[config.mk]
export PLATFORM = sky130hd
export DESIGN_NAME = fht_input_loader
export DESIGN_NICKNAME = d
export VERILOG_FILES = /design/src/rtl/fht_input_loader.sv
export SDC_FILE = /design/constraint.sdc
export NUM_CORES = 1
export LEC_CHECK = 0
export ABC_AREA = 1
export BUFFER_PORTS_ARGS = -buffer_cell sky130_fd_sc_hd__buf_2
export CORE_ASPECT_RATIO = 1.5
export CORE_UTILIZATION = 40
export DETAILED_ROUTE_END_ITERATION = 10
export GPL_TIMING_DRIVEN = 0
export PLACE_DENSITY = 0.66
export SLEW_MARGIN = 20
export SYNTH_ARGS = -nofsm -noshare
export SYNTH_HDL_FRONTEND = slang
export SYNTH_SLANG_ARGS = --single-unit
[constraint.sdc]
create_clock -name iCLK -period 2.59 [get_ports iCLK]
set_input_delay 0.259 -clock iCLK [delete_from_list [all_inputs] [get_ports iCLK]]
set_output_delay 0.259 -clock iCLK [all_outputs]
set_load 0.02 [all_outputs]
[src/rtl/fht_input_loader.sv]
// Loads a natural-order sample stream into four FHT memory banks in bit-reversed
// order, then hands the frame to the FHT controller and waits for it to finish.
module fht_input_loader #(
    parameter int unsigned A_BIT = 8,
    parameter int unsigned D_BIT = 16,
    parameter int unsigned N_BIT = A_BIT + 2
) (
    input  logic             iCLK,
    input  logic             iRESET,
    input  logic [D_BIT-1:0] iDATA,
    input  logic             iVALID,
    output logic             oREADY,
    input  logic             iFHT_RDY,
    output logic [D_BIT-1:0] oWR_DATA,
    output logic [A_BIT-1:0] oWR_ADDR,
    output logic [3:0]       oWE,
    output logic             oSTART,
    output logic             oBUSY,
    output logic             oFRAME_DONE
);

    localparam logic [2:0] S_IDLE     = 3'd0;
    localparam logic [2:0] S_LOAD     = 3'd1;
    localparam logic [2:0] S_WAIT_RDY = 3'd2;
    localparam logic [2:0] S_START    = 3'd3;
    localparam logic [2:0] S_RUN      = 3'd4;

    localparam logic [N_BIT-1:0] CNT_LAST = {N_BIT{1'b1}};

    logic [2:0]       r_state;
    logic [2:0]       w_state_nxt;
    logic [N_BIT-1:0] r_cnt;
    logic [N_BIT-1:0] w_rev;
    logic [1:0]       w_bank;
    logic             w_accept;
    logic             r_seen_low;
    logic             r_start;
    logic             r_frame_done;
    logic [3:0]       r_we;
    logic [D_BIT-1:0] r_wr_data;
    logic [A_BIT-1:0] r_wr_addr;

    assign oREADY   = (r_state == S_LOAD);
    assign w_accept = iVALID & oREADY;

    // NOTE: every always_comb output gets a default first so no path can infer a latch.
    always_comb begin
        w_rev = '0;
        for (int i = 0; i < int'(N_BIT); i++) begin
            w_rev[i] = r_cnt[N_BIT-1-i];
        end
    end

    // The two top bits of the reversed index pick the bank; the rest is the bank address.
    assign w_bank = w_rev[N_BIT-1 -: 2];

    always_comb begin
        w_state_nxt = r_state;
        case (r_state)
            S_IDLE:     w_state_nxt = S_LOAD;
            S_LOAD:     if (w_accept && (r_cnt == CNT_LAST)) w_state_nxt = S_WAIT_RDY;
            S_WAIT_RDY: if (iFHT_RDY) w_state_nxt = S_START;
            S_START:    w_state_nxt = S_RUN;
            S_RUN:      if (r_seen_low && iFHT_RDY) w_state_nxt = S_LOAD;
            default:    w_state_nxt = S_IDLE;
        endcase
    end

    // NOTE: sequential state uses non-blocking assignments so all registers update together.
    always_ff @(posedge iCLK or negedge iRESET) begin
        if (!iRESET) begin
            r_state      <= S_IDLE;
            r_cnt        <= '0;
            r_seen_low   <= 1'b0;
            r_start      <= 1'b0;
            r_frame_done <= 1'b0;
        end else begin
            r_state      <= w_state_nxt;
            r_start      <= (w_state_nxt == S_START);
            r_frame_done <= (r_state == S_RUN) && (w_state_nxt == S_LOAD);
            if (w_accept) begin
                r_cnt <= r_cnt + 1'b1;
            end
            // The controller may still show a stale idle flag on the START cycle, so a
            // finish only counts after it has been seen busy at least once in RUN.
            if (r_state == S_START) begin
                r_seen_low <= 1'b0;
            end else if ((r_state == S_RUN) && !iFHT_RDY) begin
                r_seen_low <= 1'b1;
            end
        end
    end

    always_ff @(posedge iCLK or negedge iRESET) begin
        if (!iRESET) begin
            r_we      <= 4'b0000;
            r_wr_data <= '0;
            r_wr_addr <= '0;
        end else begin
            r_we <= 4'b0000;
            if (w_accept) begin
                r_we      <= 4'b0001 << w_bank;
                r_wr_data <= iDATA;
                r_wr_addr <= w_rev[A_BIT-1:0];
            end
        end
    end

    assign oWE         = r_we;
    assign oWR_DATA    = r_wr_data;
    assign oWR_ADDR    = r_wr_addr;
    assign oSTART      = r_start;
    assign oFRAME_DONE = r_frame_done;
    assign oBUSY       = (r_state == S_WAIT_RDY) || (r_state == S_START) || (r_state == S_RUN) ||
                         ((r_state == S_LOAD) && (r_cnt != '0));

endmodule
==> results.py, run 1 <==
metrics = {
    "sta": {
        "worstMarginPinSlew_ns": 0.960,
        "finalCriticalPeriod_ns": 1.94,
        "fin_crit_sh_pct": 75.0,
        "fmax_ghz": 0.515,
        "max_slew_margin_pct": 36.0,
        "rsz0062_at_grt": "false",
        "whs_ns": 0.120,
        "report.final.slew_viol_count": 0,
        "finalHoldViolCount": 0,
        "setup_slack_ns": 0.647,
        "fin_tns_setup_ns": 0,
        "clock-skew-final_ns": 0.00341,
        "finalSetupViolCount": 0,
    },
    "die": {
        "die_y_um": 87.0,
        "io_pins": 52,
        "fp-row-count": 30,
        "fp.dieW_um": 58.7,
        "start_util_pct": 42.1,
        "die-area_um2": 5100,
        "core_area_um2": 4580,
    },
    "power_and_ir_drop": {
        "power.switching_mw": 0.611,
        "switching_share_pct": 34.6,
        "power_density_nw_per_um2": 756,
        "clkPwrFrac_pct": 22.4,
        "power_frac_seq_pct": 50.6,
        "ir_drop_mv": 0.377,
        "intPower_mw": 1.16,
        "p_comb_share_pct": 27.0,
        "p_leak_nw": 1.29,
        "p_total_mw": 1.77,
    },
    "finish": {
        "antennaDiodeCount": 0,
        "finalNetCount": 299,
        "regArea_um2": 1100,
        "multiInputGateArea_um2": 694,
        "final_common_cell": "nand2_1",
        "mostFrequentLayoutCells": "92 x nand2_1, 54 x buf_2, 44 x dfrtp_1",
        "final_core_util_pct": 51.1,
        "syn2layout_area_growth_pct": 21.4,
        "drive_above_1_share_pct": 25.8,
        "fillers": 493,
    },
    "logic_synthesis": {
        "netlist_area_um2": 1930,
        "yosys_register_bits": 44,
        "ys_types": 20,
        "seq_area_frac_synth_pct": 57.1,
        "syn_inst": 217,
        "syn-num-nets": 241,
        "yosysWarnings": 0,
        "syn_area_per_cell_um2": 8.88,
    },
    "clock_network": {
        "worstSkewPairLatency_ns": 0.29,
        "clock-sinks": 44,
        "root_buffer": "clkbuf_8",
        "post_cts_buffers": 0,
        "cts.reportedPaths.clkPinSlew_ns": 0.07,
        "cts_tree": "done",
        "clk_path_buf_depth": 2,
        "cts_made_buffers": 5,
        "cts_resized": 0,
        "htree_levels": 2,
        "cts_hold_buf": 0,
    },
    "routing": {
        "wire_per_inst_um": 11.0,
        "postRouteWirelength_um": 3740,
        "drc_errors": 0,
        "vias_per_cell": 4.47,
        "firstDrtPassIters": 4,
        "antenna_left": 0,
        "drt-initial-drc-count": 41,
        "route.vias.total": 1515,
    },
    "global_routing": {
        "grt_pass1_wl_um": 6220,
        "antenna_found_initial": 0,
        "gr-usage-all-layers_pct": 16.5,
        "grt_max_degree": 45,
        "overflow": 0,
        "first_global_vias": 1449,
    },
    "placement": {
        "io_buffers": 51,
        "hpwl_um": 2700,
        "routabilityCongestion": 0.839,
        "pre_cts_slack_ns": 0.959,
    },
    "run": {
        "maxCapViolCount": 0,
    },
    "setup_path": {
        "crit_type": "register to primary output",
        "arrival_ns": 1.68,
        "crit_required_ns": 2.33,
        "setup.worst_path.start_class": "register",
        "endpoint_kind": "primary output",
        "cp_max_fo": 6,
    },
    "outcome": {
        "status": "finished, final reports clean",
    },
    "hold_path": {
        "min_path_type": "primary input to async pin",
    },
}
## synthesized netlist by cell type
master    instances  share of area [%]
ha_1              4                2.6
nand2_1          92                 18
nand2_2           1               0.32
nand3b_1          1               0.39
nor3_1            3               0.78
buf_6             3                1.8
nor2_1           12                2.3
buf_2             3               0.78
inv_2             2               0.39
nand3_1           4                1.0
xor2_2            1               0.84
nor2_8            1                1.0
nand4_1           2               0.65
a21oi_1           1               0.26
nor2_4            2                1.2
nand3_2           1               0.52
o21ai_0          15                3.9
inv_1            20                3.9
dfrtp_1          44                 57
xor2_1            5                2.3
## final cells by class
cell class	instances	area share [%]
plain buffers	6	2.09
repair buffers	51	10.9
flip-flops and latches	44	47.1
inverters	22	3.53
clock buffers	6	3.10
multi-input cells	145	29.7
clock inverters	1	0.214
well taps	64	3.42
## stage by stage
stage	area (um2)	cells
floorplan	1930	217
global placement	2260	332
detailed placement	2260	332
CTS	2340	339
global route	2340	339
finish	2340	339
## power groups by stage
stage | clock, mW | combinational (mW) | sequential [mW]
final | 0.395 | 0.478 | 0.896
after global routing | 0.432 | 0.539 | 0.913
after CTS | 0.410 | 0.487 | 0.898
after detailed placement | 0 | 0.483 | 0.910
after global placement | 0 | 0.476 | 0.907
after floorplan | 0 | 0.244 | 0.982
## state kept, by name (all words and copies together), names as in the netlist
register     cells
oWR_DATA        16
oFRAME_DONE      1
oWR_ADDR         8
oWE              4
r_state          3
r_seen_low       1
oSTART           1
r_cnt           10
## kinds of logic after synthesis
logic type               count (synthesis)  synth area share [%]
XOR/XNOR                                 6                  3.12
adder cells (fa/ha/maj)                  4                  2.60
buffers and inverters                   28                  6.82
flip-flops                              44                  57.1
AO/OA/AOI/OAI                           16                  4.16
AND/OR/NAND/NOR                        119                  26.2
## final timing paths
path	startpoint	endpoint	slack, ns	cells after the start
max in group asynchronous	iRESET	oWR_DATA[5]	1.88	1
worst min register to register	oWR_DATA[5]	oWR_DATA[5]	0.47	2
worst max register to register	r_cnt[0]	r_state[0]	1.19	6
worst max-delay path	r_cnt[0]	oBUSY	0.65	6
min in group iCLK	iDATA[10]	oWR_DATA[10]	0.16	3
worst min-delay path	iRESET	oWR_DATA[8]	0.12	1
## worst max-delay path, cell delays in order, from the launching register on
cell     delay (ns)
dfrtp_1        0.46
inv_1          0.13
ha_1           0.21
nand3_1        0.09
nor3_1         0.25
o21ai_0        0.11
buf_2          0.16
## per-layer routing
| layer | routed length (um) | global-route usage [%] | vias up |
|---|---|---|---|
| met4 | 90 | 9.96 | 0 |
| met2 | 1990 | 29.0 | 33 |
| li1 | - | - | 776 |
| met1 | 1510 | 18.2 | 701 |
| met3 | 142 | 2.82 | 5 |
| met5 | 0 | 0 | - |
Power figures use the tool's default switching activity.
==> run 2, diff against run 1 <==
--- a/config.mk
+++ b/config.mk
@@ -5,7 +5,7 @@
 export SDC_FILE = /design/constraint.sdc
 export NUM_CORES = 1
 export LEC_CHECK = 0
-export ABC_AREA = 1
+export ABC_AREA = 0
 export BUFFER_PORTS_ARGS = -buffer_cell sky130_fd_sc_hd__buf_2
 export CORE_ASPECT_RATIO = 1.5
 export CORE_UTILIZATION = 40
==> constraint.sdc (replaced) <==
create_clock -name iCLK -period 1.84 [get_ports iCLK]
set_input_delay 0.184 -clock iCLK [delete_from_list [all_inputs] [get_ports iCLK]]
set_output_delay 0.184 -clock iCLK [all_outputs]
set_load 0.02 [all_outputs]
==> run 2 against run 1 <==
Effect of this change: final cell count fell by 6.8%; global-route usage rose by 0.37 points; area after synthesis fell by 0.58%; clock skew rose by 0.0027 ns; die area fell by 0.57%; non-clock buffer count rose by 8; sequential cell count did not move; total power rose by 64%; via count fell by 3.4%; setup slack got worse by 0.62 ns.
==> results.py, run 2 <==
metrics = {
    "outcome": {
        "status": "finished, final reports clean",
    },
    "setup_path": {
        "crit_type": "register to primary output",
        "arrival_ns": 1.63,
        "cp_max_fo": 2,
        "setup.worst_path.start_class": "register",
        "crit_required_ns": 1.66,
        "endpoint_kind": "primary output",
    },
    "power_and_ir_drop": {
        "intPower_mw": 1.87,
        "power_frac_seq_pct": 44.7,
        "p_comb_share_pct": 34.2,
        "clkPwrFrac_pct": 21.1,
        "switching_share_pct": 35.7,
        "ir_drop_mv": 0.493,
        "power.switching_mw": 1.04,
        "power_density_nw_per_um2": 1210,
        "p_leak_nw": 1.29,
    },
    "finish": {
        "fin_area_um2": 2410,
        "syn2layout_area_growth_pct": 25.7,
        "multiInputGateArea_um2": 748,
        "mostFrequentLayoutCells": "81 x nand2_1, 55 x buf_2, 41 x dfrtp_1",
        "final_common_cell": "nand2_1",
        "drive_above_1_share_pct": 33.7,
        "antennaDiodeCount": 0,
        "finalNetCount": 275,
        "fillers": 442,
        "largest_reg_flops": 16,
        "regArea_um2": 1100,
    },
    "die": {
        "die-area_um2": 5080,
        "start_util_pct": 41.8,
        "fp-row-count": 30,
        "core_area_um2": 4580,
        "die_y_um": 86.8,
        "io_pins": 52,
        "fp.dieW_um": 58.5,
    },
    "clock_network": {
        "cts_tree": "done",
        "htree_levels": 2,
        "root_buffer": "clkbuf_8",
        "cts_made_buffers": 5,
        "cts.reportedPaths.clkPinSlew_ns": 0.08,
        "clk_path_buf_depth": 2,
        "clock-sinks": 44,
        "worstSkewPairLatency_ns": 0.29,
    },
    "global_routing": {
        "grt_pass1_wl_um": 6350,
        "gr-usage-all-layers_pct": 16.9,
        "grt_max_degree": 45,
        "overflow": 0,
        "first_global_vias": 1447,
        "antenna_found_initial": 0,
    },
    "placement": {
        "pre_cts_slack_ns": 0.167,
        "hpwl_um": 2610,
        "io_buffers": 51,
        "placed_area_um2": 2250,
        "routabilityCongestion": 0.748,
    },
    "sta": {
        "max_slew_margin_pct": 37.6,
        "worstMarginPinSlew_ns": 0.936,
        "setup_slack_ns": 0.0224,
        "fmax_ghz": 0.550,
        "fin_crit_sh_pct": 98.8,
        "finalSetupViolCount": 0,
        "rsz0062_at_grt": "true",
        "report.final.slew_viol_count": 0,
        "finalHoldViolCount": 0,
        "clock-skew-final_ns": 0.00607,
        "finalCriticalPeriod_ns": 1.82,
    },
    "routing": {
        "drc_errors": 0,
        "antenna_left": 0,
        "route.vias.total": 1464,
        "firstDrtPassIters": 3,
        "wire_per_inst_um": 11.9,
        "drt-initial-drc-count": 64,
        "postRouteWirelength_um": 3770,
        "vias_per_cell": 4.63,
    },
    "logic_synthesis": {
        "synth_top_cell_area_share_pct": 57.5,
        "syn_area_per_cell_um2": 10.1,
        "ys_types": 31,
        "synth_top_area_cell": "dfrtp_1",
        "yosys_most_used_dff": "dfrtp_1",
        "synth_area_leaders": "dfrtp_1 57%, nand2_1 16%, ha_1 2.6%, xor2_1 2.3%, buf_2 1.8%",
        "syn-num-nets": 214,
        "synthTopCellsByCount": "81 x nand2_1, 44 x dfrtp_1, 7 x buf_2, 5 x xor2_1",
        "netlist_area_um2": 1920,
        "yosys_register_bits": 44,
        "async_flop_share_pct": 100,
        "synthMostInstantiatedCell": "nand2_1",
        "yosysWarnings": 0,
        "syn_inst": 190,
        "synth-edff-count": 0,
        "seq_area_frac_synth_pct": 57.5,
    },
    "run": {
        "maxCapViolCount": 0,
    },
    "hold_path": {
        "min_path_type": "primary input to async pin",
    },
}
## run 2: cell types whose count changed after synthesis, moves of 3 or more
cell / before / now
nand2_1: 92 / 81
xnor2_1: 0 / 4
and2_1: 0 / 3
nor2_1: 12 / 3
inv_1: 20 / 4
nor2b_1: 0 / 3
buf_2: 3 / 7
o21ai_0: 15 / 4
## run 2: stage by stage
stage / power, mW / std cells / hold WS [ns] / util, % / setup TNS (ns)
after floorplan: 1.88 / 190 / -0.112 / - / 0
after global placement: 2.16 / 305 / 0.373 / 49.2 / 0
after detailed placement: 2.19 / 305 / 0.379 / 49.2 / 0
after CTS: 2.93 / 316 / 0.0646 / 52.5 / -0.0248
after global routing: 3.10 / 316 / 0.0759 / 52.6 / -0.0418
final: 2.90 / 316 / 0.0218 / 52.6 / 0
## run 2: repair_timing
| action | in CTS | in global routing |
|---|---|---|
| setup endpoints to repair | 1 | 1 |
| pin swaps | 3 | 2 |
| buffers inserted | 4 | 1 |
| resized for setup | 11 | 0 |
| hold buffers | 0 | 0 |
## run 2: kinds of logic after synthesis
| kind of cell | count (synthesis) | share of synthesized area (%) |
|---|---|---|
| simple gates | 109 | 28.1 |
| flops | 44 | 57.5 |
| buf+inv | 15 | 4.38 |
| compound gates | 9 | 3.33 |
| xor+xnor | 9 | 4.11 |
| fa+ha+maj | 4 | 2.61 |
## run 2: power groups by stage
stage                     combinational [mW]  sequential, mW  clock [mW]
after detailed placement               0.876            1.31           0
after global placement                 0.858            1.30           0
after floorplan                        0.410            1.47           0
final                                  0.992            1.30       0.614
after CTS                              0.988            1.30       0.643
after global routing                    1.10            1.32       0.673
## run 2: final cells by class
cell class	count	area share, %
flip-flops and latches	44	45.9
multi-input cells	131	31.1
repair buffers	56	12.4
clock buffers	7	3.59
well taps	64	3.33
plain buffers	9	2.75
inverters	4	0.624
clock inverters	1	0.312
## run 2: worst max-delay path, cell delays in order (launching register included)
cell      delay, ns
dfrtp_2        0.43
nor4_4         0.28
nand4b_1       0.15
a221o_1        0.33
buf_6          0.14
## run 2: per-layer routing
layer / GRT usage, % / part of all wire (%) / up-vias / wire length, um
li1: - / - / 725 / -
met1: 18.8 / 42 / 700 / 1590
met2: 28.5 / 52 / 30 / 1950
met3: 4.18 / 3.2 / 9 / 120
met4: 10.2 / 2.9 / 0 / 110
met5: 0 / 0 / - / 0
## run 2: final timing paths
check	startpoint	end	slack [ns]	cells past startpoint
worst max-delay path	r_cnt[5]	oBUSY	0.02	4
worst min-delay path	iRESET	oWE[2]	0.02	1
worst max register to register	r_state[1]	oWR_DATA[15]	0.31	5
worst min register to register	oWR_DATA[7]	oWR_DATA[7]	0.47	2
max in group asynchronous	iRESET	r_cnt[5]	1.18	1
min in group iCLK	iDATA[11]	oWR_DATA[11]	0.08	3
==> run 3, diff against run 2 <==
--- a/config.mk
+++ b/config.mk
@@ -12,7 +12,9 @@
 export DETAILED_ROUTE_END_ITERATION = 10
 export GPL_TIMING_DRIVEN = 0
 export PLACE_DENSITY = 0.66
+export SETUP_SLACK_MARGIN = 0.1
 export SLEW_MARGIN = 20
 export SYNTH_ARGS = -nofsm -noshare
 export SYNTH_HDL_FRONTEND = slang
 export SYNTH_SLANG_ARGS = --single-unit
+export TNS_END_PERCENT = 50
==> run 3 against run 2 <==
Effect of this change: the flow now finishes with violations (setup timing); combinational power hardly changed; first-iteration DRC count is 1.6% higher; worst hold slack better by 0.0034 ns; setup slack worse by 0.033 ns; critical path type unchanged.
==> results.py, run 3 (synthesized netlist as in run 2, its figures left out) <==
metrics = {
    "global_routing": {
        "grt_max_degree": 45,
        "gr-usage-all-layers_pct": 16.7,
        "overflow": 0,
        "grt_pass1_wl_um": 6290,
        "antenna_found_initial": 0,
        "first_global_vias": 1430,
    },
    "clock_network": {
        "clock-sinks": 44,
        "cts_made_buffers": 5,
        "cts_hold_buf": 0,
        "root_buffer": "clkbuf_8",
        "cts.reportedPaths.clkPinSlew_ns": 0.08,
        "cts_tree": "done",
        "clk_path_buf_depth": 2,
        "worstSkewPairLatency_ns": 0.29,
        "htree_levels": 2,
    },
    "outcome": {
        "status": "finished, violations left",
        "violations": "setup timing",
    },
    "setup_path": {
        "crit_required_ns": 1.66,
        "arrival_ns": 1.67,
        "endpoint_kind": "primary output",
        "cp_max_fo": 5,
        "worst_r2r_endpoint": "r_cnt[9]",
        "reg2reg_slack_ns": 0.47,
        "crit_type": "register to primary output",
        "worstRegToRegCells": 6,
        "setup.worst_path.start_class": "register",
        "timing.rr.start": "r_cnt[3]",
    },
    "finish": {
        "largest_reg_flops": 16,
        "regArea_um2": 1100,
        "fillers": 439,
        "antennaDiodeCount": 0,
        "syn2layout_area_growth_pct": 26.4,
        "drive_above_1_share_pct": 33.5,
        "finalNetCount": 277,
        "multiInputGateArea_um2": 748,
        "final_common_cell": "nand2_1",
        "mostFrequentLayoutCells": "81 x nand2_1, 55 x buf_2, 43 x dfrtp_1",
    },
    "routing": {
        "wire_per_inst_um": 11.9,
        "route.vias.total": 1477,
        "drc_errors": 0,
        "firstDrtPassIters": 4,
        "postRouteWirelength_um": 3780,
        "drt-initial-drc-count": 65,
        "vias_per_cell": 4.64,
        "antenna_left": 0,
    },
    "placement": {
        "io_buffers": 51,
        "routabilityCongestion": 0.748,
        "hpwl_um": 2610,
    },
    "die": {
        "die_y_um": 86.8,
        "fp-row-count": 30,
        "start_util_pct": 41.8,
        "fp.dieW_um": 58.5,
        "die-area_um2": 5080,
        "core_area_um2": 4580,
        "io_pins": 52,
    },
    "run": {
        "maxCapViolCount": 0,
    },
    "sta": {
        "fmax_ghz": 0.540,
        "fin_crit_sh_pct": 101,
        "max_slew_margin_pct": 36.7,
        "whs_ns": 0.0252,
        "finalSetupViolCount": 1,
        "finalCriticalPeriod_ns": 1.85,
        "worstMarginPinSlew_ns": 0.950,
        "rsz0062_at_grt": "true",
        "setup_slack_ns": -0.0107,
        "finalHoldViolCount": 0,
        "report.final.slew_viol_count": 0,
        "clock-skew-final_ns": 0.00653,
    },
    "hold_path": {
        "min_path_type": "primary input to async pin",
    },
    "power_and_ir_drop": {
        "p_total_mw": 2.93,
        "ir_drop_mv": 0.510,
        "power_density_nw_per_um2": 1210,
        "p_leak_nw": 1.31,
    },
}
[run 3: cell type report]
| type | count | share of cell area, % |
|---|---|---|
| plain buffers | 11 | 3.41 |
| clock buffers | 7 | 3.57 |
| clock inverters | 1 | 0.310 |
| inverters | 4 | 0.620 |
| multi-input cells | 131 | 30.9 |
| flip-flops and latches | 44 | 45.5 |
| well taps | 64 | 3.31 |
| repair buffers | 56 | 12.4 |
[run 3: worst max-delay path by stage]
| stage | from | endpoint | slack [ns] | cells past startpoint |
|---|---|---|---|---|
| after floorplan | r_state[1] | r_state[0] | 0.37 | 4 |
| after global placement | r_cnt[3] | oBUSY | 0.18 | 5 |
| after detailed placement | r_cnt[3] | oBUSY | 0.17 | 5 |
| after CTS | r_cnt[2] | oBUSY | -0.07 | 5 |
| after global routing | r_cnt[3] | oBUSY | -0.09 | 5 |
| final | r_cnt[3] | oBUSY | -0.01 | 5 |
[run 3: through the flow]
stage / setup WS [ns] / setup TNS [ns] / util [%] / cells / area (um2)
floorplan: 0.370 / 0 / - / 190 / 1920
global placement: 0.176 / 0 / 49.2 / 305 / 2250
detailed placement: 0.167 / 0 / 49.2 / 305 / 2250
CTS: -0.0686 / -0.0686 / 52.3 / 315 / 2400
global route: -0.0950 / -0.0950 / 52.9 / 318 / 2420
finish: -0.0107 / -0.0107 / 52.9 / 318 / 2420
[run 3: per-layer routing]
layer  GRT usage, %  vias up  wire [um]
met5              0        -          0
met4           9.74        0        138
met3           4.03       11        126
met2           28.4       32       1970
met1           18.8      704       1550
li1               -      730          -
[run 3: where the power goes]
part | leakage (nW) | switching [mW] | internal, mW
clock network | 0.0445 | 0.311 | 0.305
registers | 0.551 | 0.130 | 1.17
logic | 0.713 | 0.604 | 0.410
[run 3: worst max-delay path: stages (launching register included)]
cell and delay [ns]:
dfrtp_1 0.38, buf_6 0.13, nor4_4 0.25, nand4b_1 0.15, a221o_1 0.33, buf_6 0.14
[run 3: repair_timing]
action / in CTS / in global routing
resized for setup: 11 / 2
setup endpoints to repair: 1 / 2
setup buffers: 2 / 3
pin swaps: 3 / 3
